$ cat config.mk
export PLATFORM = sky130hd
export DESIGN_NAME = led_strip_engine
export DESIGN_NICKNAME = d
export VERILOG_FILES = /design/src/rtl/led_strip_pkg.sv /design/src/rtl/led_palette_rom.sv /design/src/rtl/led_strip_engine.sv
export SDC_FILE = /design/constraint.sdc
export NUM_CORES = 2
export LEC_CHECK = 0
export BUFFER_PORTS_ARGS = -buffer_cell sky130_fd_sc_hd__buf_2
export CAP_MARGIN = 0
export CELL_PAD_IN_SITES_DETAIL_PLACEMENT = 1
export CELL_PAD_IN_SITES_GLOBAL_PLACEMENT = 1
export CORE_ASPECT_RATIO = 1.1
export CORE_MARGIN = 2
export CORE_UTILIZATION = 41
export CTS_CLUSTER_DIAMETER = 40
export CTS_CLUSTER_SIZE = 25
export DETAILED_ROUTE_END_ITERATION = 8
export GPL_TIMING_DRIVEN = 0
export PLACE_DENSITY_LB_ADDON = 0.1
export SYNTH_ARGS = -nofsm -noshare
export SYNTH_HDL_FRONTEND = slang
export SYNTH_SLANG_ARGS = --single-unit
export TNS_END_PERCENT = 5
$ cat constraint.sdc
create_clock -name clk -period 9.8 [get_ports clk]
set_input_delay 0.98 -clock clk [delete_from_list [all_inputs] [get_ports clk]]
set_output_delay 0.98 -clock clk [all_outputs]
set_load 0.005 [all_outputs]
$ cat src/rtl/led_strip_pkg.sv
// led_strip_pkg: shared op-codes, mode/state enums and base palette for the LED strip engine
package led_strip_pkg;
   localparam logic [3:0] OP_NOP       = 4'd0;
   localparam logic [3:0] OP_PWR       = 4'd1;
   localparam logic [3:0] OP_MODE_UP   = 4'd2;
   localparam logic [3:0] OP_MODE_DN   = 4'd3;
   localparam logic [3:0] OP_COLOR_UP  = 4'd4;
   localparam logic [3:0] OP_COLOR_DN  = 4'd5;
   localparam logic [3:0] OP_BRIGHT_UP = 4'd6;
   localparam logic [3:0] OP_BRIGHT_DN = 4'd7;
   // op-codes with this bit set select colour cmd_op[2:0] directly
   localparam int OP_COLOR_SEL = 3;
   typedef enum logic [1:0] {SOLID, BLINK, RAINBOW, CHASE} mode_e;
   typedef enum logic [1:0] {ST_OFF, ST_LOAD, ST_RUN} state_e;
   // element k is palette entry k (element 0 in the least significant slot)
   localparam logic [7:0][23:0] BASE_PALETTE = {
      24'hFFFFFF, 24'h6400FF, 24'hFF00FF, 24'hFF6400,
      24'hFFFF00, 24'h0000FF, 24'h00FF00, 24'hFF0000
   };
endpackage

$ cat src/rtl/led_palette_rom.sv
// led_palette_rom: combinational palette lookup, index -> {R,G,B} scaled to CHAN_W
//   idx  in   COLOR_W     palette index (entry uses idx mod 8)
//   rgb  out  3*CHAN_W    colour, R in the most significant channel
module led_palette_rom
   import led_strip_pkg::*;
#(
   parameter int CHAN_W  = 8,
   parameter int COLOR_W = 3
)(
   input  logic [COLOR_W-1:0]  idx,
   output logic [3*CHAN_W-1:0] rgb
);
   logic [23:0] base;
   assign base = BASE_PALETTE[3'(idx)];
   // keep the top CHAN_W bits of each 8-bit channel (zero-padded when CHAN_W > 8)
   for (genvar c = 0; c < 3; c++) begin : g_ch
      assign rgb[c*CHAN_W +: CHAN_W] = CHAN_W'({base[c*8 +: 8], CHAN_W'(0)} >> 8);
   end
endmodule

$ cat src/rtl/led_strip_engine.sv
// led_strip_engine: command-driven animated LED strip renderer with brightness scaling
//   clk, rst_n            clock, asynchronous active-low reset
//   cmd_valid/cmd_op      4-bit command, taken when cmd_valid && cmd_ready
//   cmd_ready             low only while the rainbow buffer is reloading
//   strip                 registered pixels, pixel i at [(i+1)*3*CHAN_W-1 : i*3*CHAN_W]
//   frame_valid           one-cycle pulse when strip changes
//   power_on, mode, color_code, brightness   current engine state
module led_strip_engine
   import led_strip_pkg::*;
#(
   parameter int NUM_PIXELS    = 10,
   parameter int CHAN_W        = 8,
   parameter int BRIGHT_W      = 3,
   parameter int PALETTE_DEPTH = 8,
   parameter int TICK_DIV      = 1
)(
   input  logic                                clk,
   input  logic                                rst_n,
   input  logic                                cmd_valid,
   input  logic [3:0]                          cmd_op,
   output logic                                cmd_ready,
   output logic [NUM_PIXELS*3*CHAN_W-1:0]      strip,
   output logic                                frame_valid,
   output logic                                power_on,
   output logic [1:0]                          mode,
   output logic [$clog2(PALETTE_DEPTH)-1:0]    color_code,
   output logic [BRIGHT_W-1:0]                 brightness
);
   localparam int COLOR_W = $clog2(PALETTE_DEPTH);
   localparam int PIX_W   = $clog2(NUM_PIXELS);
   localparam int TICK_W  = (TICK_DIV > 1) ? $clog2(TICK_DIV) : 1;
   localparam int PX_W    = 3 * CHAN_W;
   localparam int PROD_W  = CHAN_W + BRIGHT_W + 1;
   localparam logic [BRIGHT_W-1:0] MAX_B = '1;

   state_e                     state, state_n;
   mode_e                      mode_q, mode_n;
   logic [COLOR_W-1:0]         color_q, color_n;
   logic [BRIGHT_W-1:0]        bright_q, bright_n;
   logic [PIX_W-1:0]           load_idx, chase;
   logic [TICK_W-1:0]          tick_cnt;
   logic                       phase, accept, tick, run;
   logic [PX_W-1:0]            solid_rgb, load_rgb;
   logic [PX_W-1:0]            rbuf [NUM_PIXELS];
   logic [NUM_PIXELS*PX_W-1:0] strip_n;

   assign accept     = cmd_valid && cmd_ready;
   assign tick       = (tick_cnt == TICK_W'(TICK_DIV - 1));
   // animate and render only on cycles that stay in RUN; a reload drops the tick
   assign run        = (state == ST_RUN) && (state_n == ST_RUN);
   assign power_on   = (state != ST_OFF);
   assign mode       = mode_q;
   assign color_code = color_q;
   assign brightness = bright_q;

   led_palette_rom #(.CHAN_W(CHAN_W), .COLOR_W(COLOR_W)) u_solid (
      .idx (color_q),
      .rgb (solid_rgb)
   );

   led_palette_rom #(.CHAN_W(CHAN_W), .COLOR_W(COLOR_W)) u_load (
      .idx (color_q + COLOR_W'(load_idx)),
      .rgb (load_rgb)
   );

   always_comb begin
      state_n   = state;
      mode_n    = mode_q;
      color_n   = color_q;
      bright_n  = bright_q;
      cmd_ready = (state != ST_LOAD);
      if (accept && cmd_op == OP_PWR) begin
         state_n  = ST_LOAD;
         mode_n   = SOLID;
         color_n  = '0;
         bright_n = MAX_B;
      end else if (state == ST_LOAD) begin
         state_n = (load_idx == PIX_W'(NUM_PIXELS - 1)) ? ST_RUN : ST_LOAD;
      end else if (accept && state == ST_RUN) begin
         case (cmd_op)
            OP_MODE_UP:   mode_n   = mode_e'(mode_q + 2'd1);
            OP_MODE_DN:   mode_n   = mode_e'(mode_q - 2'd1);
            OP_COLOR_UP:  color_n  = color_q + COLOR_W'(1);
            OP_COLOR_DN:  color_n  = color_q - COLOR_W'(1);
            OP_BRIGHT_UP: bright_n = (bright_q == MAX_B) ? bright_q : bright_q + BRIGHT_W'(1);
            OP_BRIGHT_DN: bright_n = (bright_q == '0) ? bright_q : bright_q - BRIGHT_W'(1);
            default:      color_n  = (cmd_op[OP_COLOR_SEL] && 32'(cmd_op[2:0]) < PALETTE_DEPTH) ?
                                     COLOR_W'(cmd_op[2:0]) : color_q;
         endcase
         state_n = (color_n != color_q) ? ST_LOAD : ST_RUN;
      end
   end

   always_ff @(posedge clk or negedge rst_n) begin
      if (!rst_n) begin
         state    <= ST_OFF;
         mode_q   <= SOLID;
         color_q  <= '0;
         bright_q <= MAX_B;
      end else begin
         state    <= state_n;
         mode_q   <= mode_n;
         color_q  <= color_n;
         bright_q <= bright_n;
      end
   end

   always_ff @(posedge clk or negedge rst_n) begin
      if (!rst_n) begin
         load_idx <= '0;
         tick_cnt <= '0;
         phase    <= 1'b0;
         chase    <= '0;
      end else begin
         load_idx <= (state == ST_LOAD && state_n == ST_LOAD) ? load_idx + PIX_W'(1) : '0;
         tick_cnt <= (!run || tick) ? '0 : tick_cnt + TICK_W'(1);
         phase    <= run && (phase ^ tick);
         chase    <= !run ? '0 : !tick ? chase :
                     (chase == PIX_W'(NUM_PIXELS - 1)) ? '0 : chase + PIX_W'(1);
      end
   end

   // rainbow buffer contents are don't-care until a reload, so it carries no reset
   always_ff @(posedge clk) begin
      if (state == ST_LOAD)
         rbuf[load_idx] <= load_rgb;
      else if (run && tick)
         for (int i = 0; i < NUM_PIXELS; i++) rbuf[i] <= rbuf[(i + NUM_PIXELS - 1) % NUM_PIXELS];
   end

   for (genvar p = 0; p < NUM_PIXELS; p++) begin : g_px
      logic [PX_W-1:0] raw;
      assign raw = (mode_q == SOLID)   ? solid_rgb :
                   (mode_q == BLINK)   ? (phase ? solid_rgb : '0) :
                   (mode_q == RAINBOW) ? rbuf[p] :
                   ((chase == PIX_W'(p)) ? solid_rgb : '0);
      for (genvar c = 0; c < 3; c++) begin : g_ch
         logic [PROD_W-1:0] prod;
         assign prod = PROD_W'(raw[c*CHAN_W +: CHAN_W]) * (PROD_W'(bright_q) + PROD_W'(1));
         assign strip_n[p*PX_W + c*CHAN_W +: CHAN_W] = CHAN_W'(prod >> BRIGHT_W);
      end
   end

   always_ff @(posedge clk or negedge rst_n) begin
      if (!rst_n) begin
         strip       <= '0;
         frame_valid <= 1'b0;
      end else begin
         frame_valid <= run && (strip_n != strip);
         if (state == ST_OFF)
            strip <= '0;
         else if (run)
            strip <= strip_n;
      end
   end
endmodule

==> metrics.md <==
| Metric | Value |
|---|---|
| TritonCTS clock tree | `done` |
| Area grow syn2layout | `14.0%` |
| Share of layout cells above drive strength 1 | `10.6%` |
| Post-Syn Nets | `7732` |
| Final period util | `103%` |
| Routed len/inst | `43.5 µm` |
| Vias post-DR | `62993` |
| Initial Utilization | `41.2%` |
| Initial DRC Count | `9216` |
| Setup WS post-layout | `-0.337 ns` |
| Post-CTS Setup Bufs | `0` |
| Detailed Place HPWL | `338000 µm` |
| Worst Skew | `0.0606 ns` |
| Die Y | `397 µm` |
| Yosys warns | `0` |
| Status | `finished with violations` |
| Pin count of the biggest net entering global routing | `100` |
| Port Buf Inserts | `255` |
| ANT nets after route | `0` |
| Final Max Slew Viols | `162` |
| Crit end category | `flop` |
| Endpoints failing setup | `1` |
| CP arrival | `10.73 ns` |
| Pin slew with the least headroom to its limit | `1.76 ns` |
| Element type at the critical path start | `flop` |
| Post-Route WL | `405000 µm` |
| Critical path class | `reg2reg` |
| Library cells used by synthesis | `112` |
| Gate Count Post-Synth | `6989` |
| Std-Cell Core Area | `140000 µm²` |
| Syn_area_per_cell | `8.22 µm²` |
| Worst Hold Class | `in2async` |
| Clk sinks | `501` |
| MaxCap Viol Count | `25` |
| Commonest non-fill, non-tap cell in the layout | `nand2_1` |
| Post-synth EDFFs | `240` |
| Busiest metal layer after global routing | `met2` |
| CTS clk-pin slew, worst paths | `0.06 ns` |
| Synth Register Bits | `501` |
| Vias in the first global route | `59994` |
| Die area | `143000 µm²` |
| CP max FO | `10` |
| GRT Util Overall | `55.4%` |
| CTS H-Tree Depth | `3` |
| Residual DRC | `0` |
| Setup TNS | `-0.337 ns` |
| Grt total ovfl | `0` |
| Met2 Use GR | `74.0%` |
| Nets | `8102` |
| Global placement routability congestion | `1.19` |
| Final hold viol count | `0` |
| Ys async rst share | `52.1%` |
| WP data required | `10.40 ns` |
| Num ports | `258` |
| First-pass GRT wire length | `533000 µm` |
| Initial antenna violation count | `46` |
| Max Root-Sink Buffers | `3` |
| F_max | `98.7 MHz` |
| Met1 usage | `66.7%` |
| Sequential share of the synthesized area | `23.9%` |
| Post-synthesis cell area | `57500 µm²` |
| CTS root buf | `clkbuf_16` |
| Most frequent cells in the layout | `733 x nand2_1, 651 x nor2_1, 650 x inv_1` |
| Min Tclk post-route | `10.14 ns` |
| Chip Width | `361 µm` |
| Post-cts hold buffer count | `0` |
| DRT Pass-1 Iters | `7` |
| Failing checks | `max-capacitance violations, max-slew violations, negative setup slack` |
| Met3 usage | `23.7%` |
| Clock Latency Late Sink | `0.77 ns` |
| Via density | `6.77` |
| Most used DFF post-synth | `dfrtp_1` |
| Slew margin rel. | `-17.5%` |
| Row count | `144` |
| CTS Buf Count | `90` |
==> worst max-delay path: stages, from the launching register on <==
cell       delay [ns]
dfrtp_1          0.44
inv_1            0.12
ha_1             0.23
clkbuf_4         0.33
buf_2            0.37
clkbuf_4         0.38
buf_4            0.33
buf_2            0.38
buf_2            0.41
buf_2            0.38
a21oi_1          0.11
o21ai_0          0.73
nand3_1          0.23
fa_1             0.54
fa_1             0.53
inv_1            0.04
ha_1             0.35
a21o_1           0.34
a31oi_1          0.09
o311a_1          0.31
o31ai_2          0.68
and2_1           0.29
a2bb2oi_1        0.32
nand4_1          0.39
a2111oi_2        0.52
nand4_1          0.52
nor4_1           0.43
a21oi_1          0.15
==> synth_stat cells, drive strengths merged, types with 240 or more instances <==
cell type	count	share of area (%)
a21o	253	3.3
a21oi	415	3.6
clkbuf	363	2.4
dfrtp	258	11
edfxtp	240	13
fa	363	13
ha	373	8.1
inv	651	4.3
nand2	734	4.8
nor2	658	4.3
o21ai	435	3.8
xnor2	269	4.1
==> flip-flops by register name (all words and copies together), names as in the netlist <==
name,count
rbuf,240
strip,240
chase,4
load_idx,4
brightness,3
color_code,3
mode,2
state,2
frame_valid,1
phase,1
tick_cnt,1
==> path summary, 6_finish.rpt <==
kind / from / depth (start not counted) / slack [ns] / end
max in group asynchronous: rst_n / 3 / 8.01 / strip[136]
min reg2reg: strip[143] / 2 / 0.54 / strip[143]
max: mode[0] / 27 / -0.34 / frame_valid
min: rst_n / 1 / 0.24 / strip[73]
max reg2reg: mode[0] / 27 / -0.34 / frame_valid
min in group clk: strip[143] / 2 / 0.54 / strip[143]
==> logic make-up after synthesis <==
| family | count (synthesis) | share of synthesized area (%) |
|---|---|---|
| flip-flops | 501 | 23.9 |
| AO/OA/AOI/OAI | 1630 | 18.5 |
| adder cells (fa/ha/maj) | 736 | 20.8 |
| XOR/XNOR | 427 | 6.90 |
| other | 1 | 0.00653 |
| multiplexers | 38 | 0.706 |
| AND/OR/NAND/NOR | 2554 | 21.7 |
| buffers and inverters | 1102 | 7.43 |
==> routing by layer <==
metal | up-vias | wire, µm
met3 | 1473 | 57100
met2 | 4990 | 155000
met1 | 31688 | 147000
met5 | - | 340
li1 | 24820 | -
met4 | 22 | 45400
==> stage by stage <==
step           instances  utilization [%]  cell area (µm²)  hold slack, ns  setup WS [ns]
2_1_floorplan       6989                -            57500           0.496           3.26
3_3_place_gp        9069             43.7            61000           0.494          -2.81
3_5_place_dp        9095             44.2            61700           0.518          -1.77
4_1_cts             9264             46.7            65200           0.263         0.0525
5_1_grt             9262             46.9            65400           0.300        -0.0690
6_report            9299             46.9            65500           0.240         -0.337
==> repair_timing <==
item,in CTS,in global routing
pin swaps,3,6
gates resized for setup,80,81
setup endpoints to repair,1,1
==> area by class of cell <==
| class | instances | area (µm²) |
|---|---|---|
| buffer | 445 | 1880 |
| sequential | 501 | 13700 |
| multi-input combinational | 5386 | 40100 |
| tap | 1825 | 2280 |
| antenna | 37 | 92.6 |
| fill | 16670 | 74100 |
| timing repair buffer | 284 | 1760 |
| clock inverter | 76 | 940 |
| inverter | 651 | 2440 |
| clock buffer | 94 | 2300 |
Power is not shown: default switching activity piles up to over one toggle a cycle in this logic, so the estimate is an artifact.
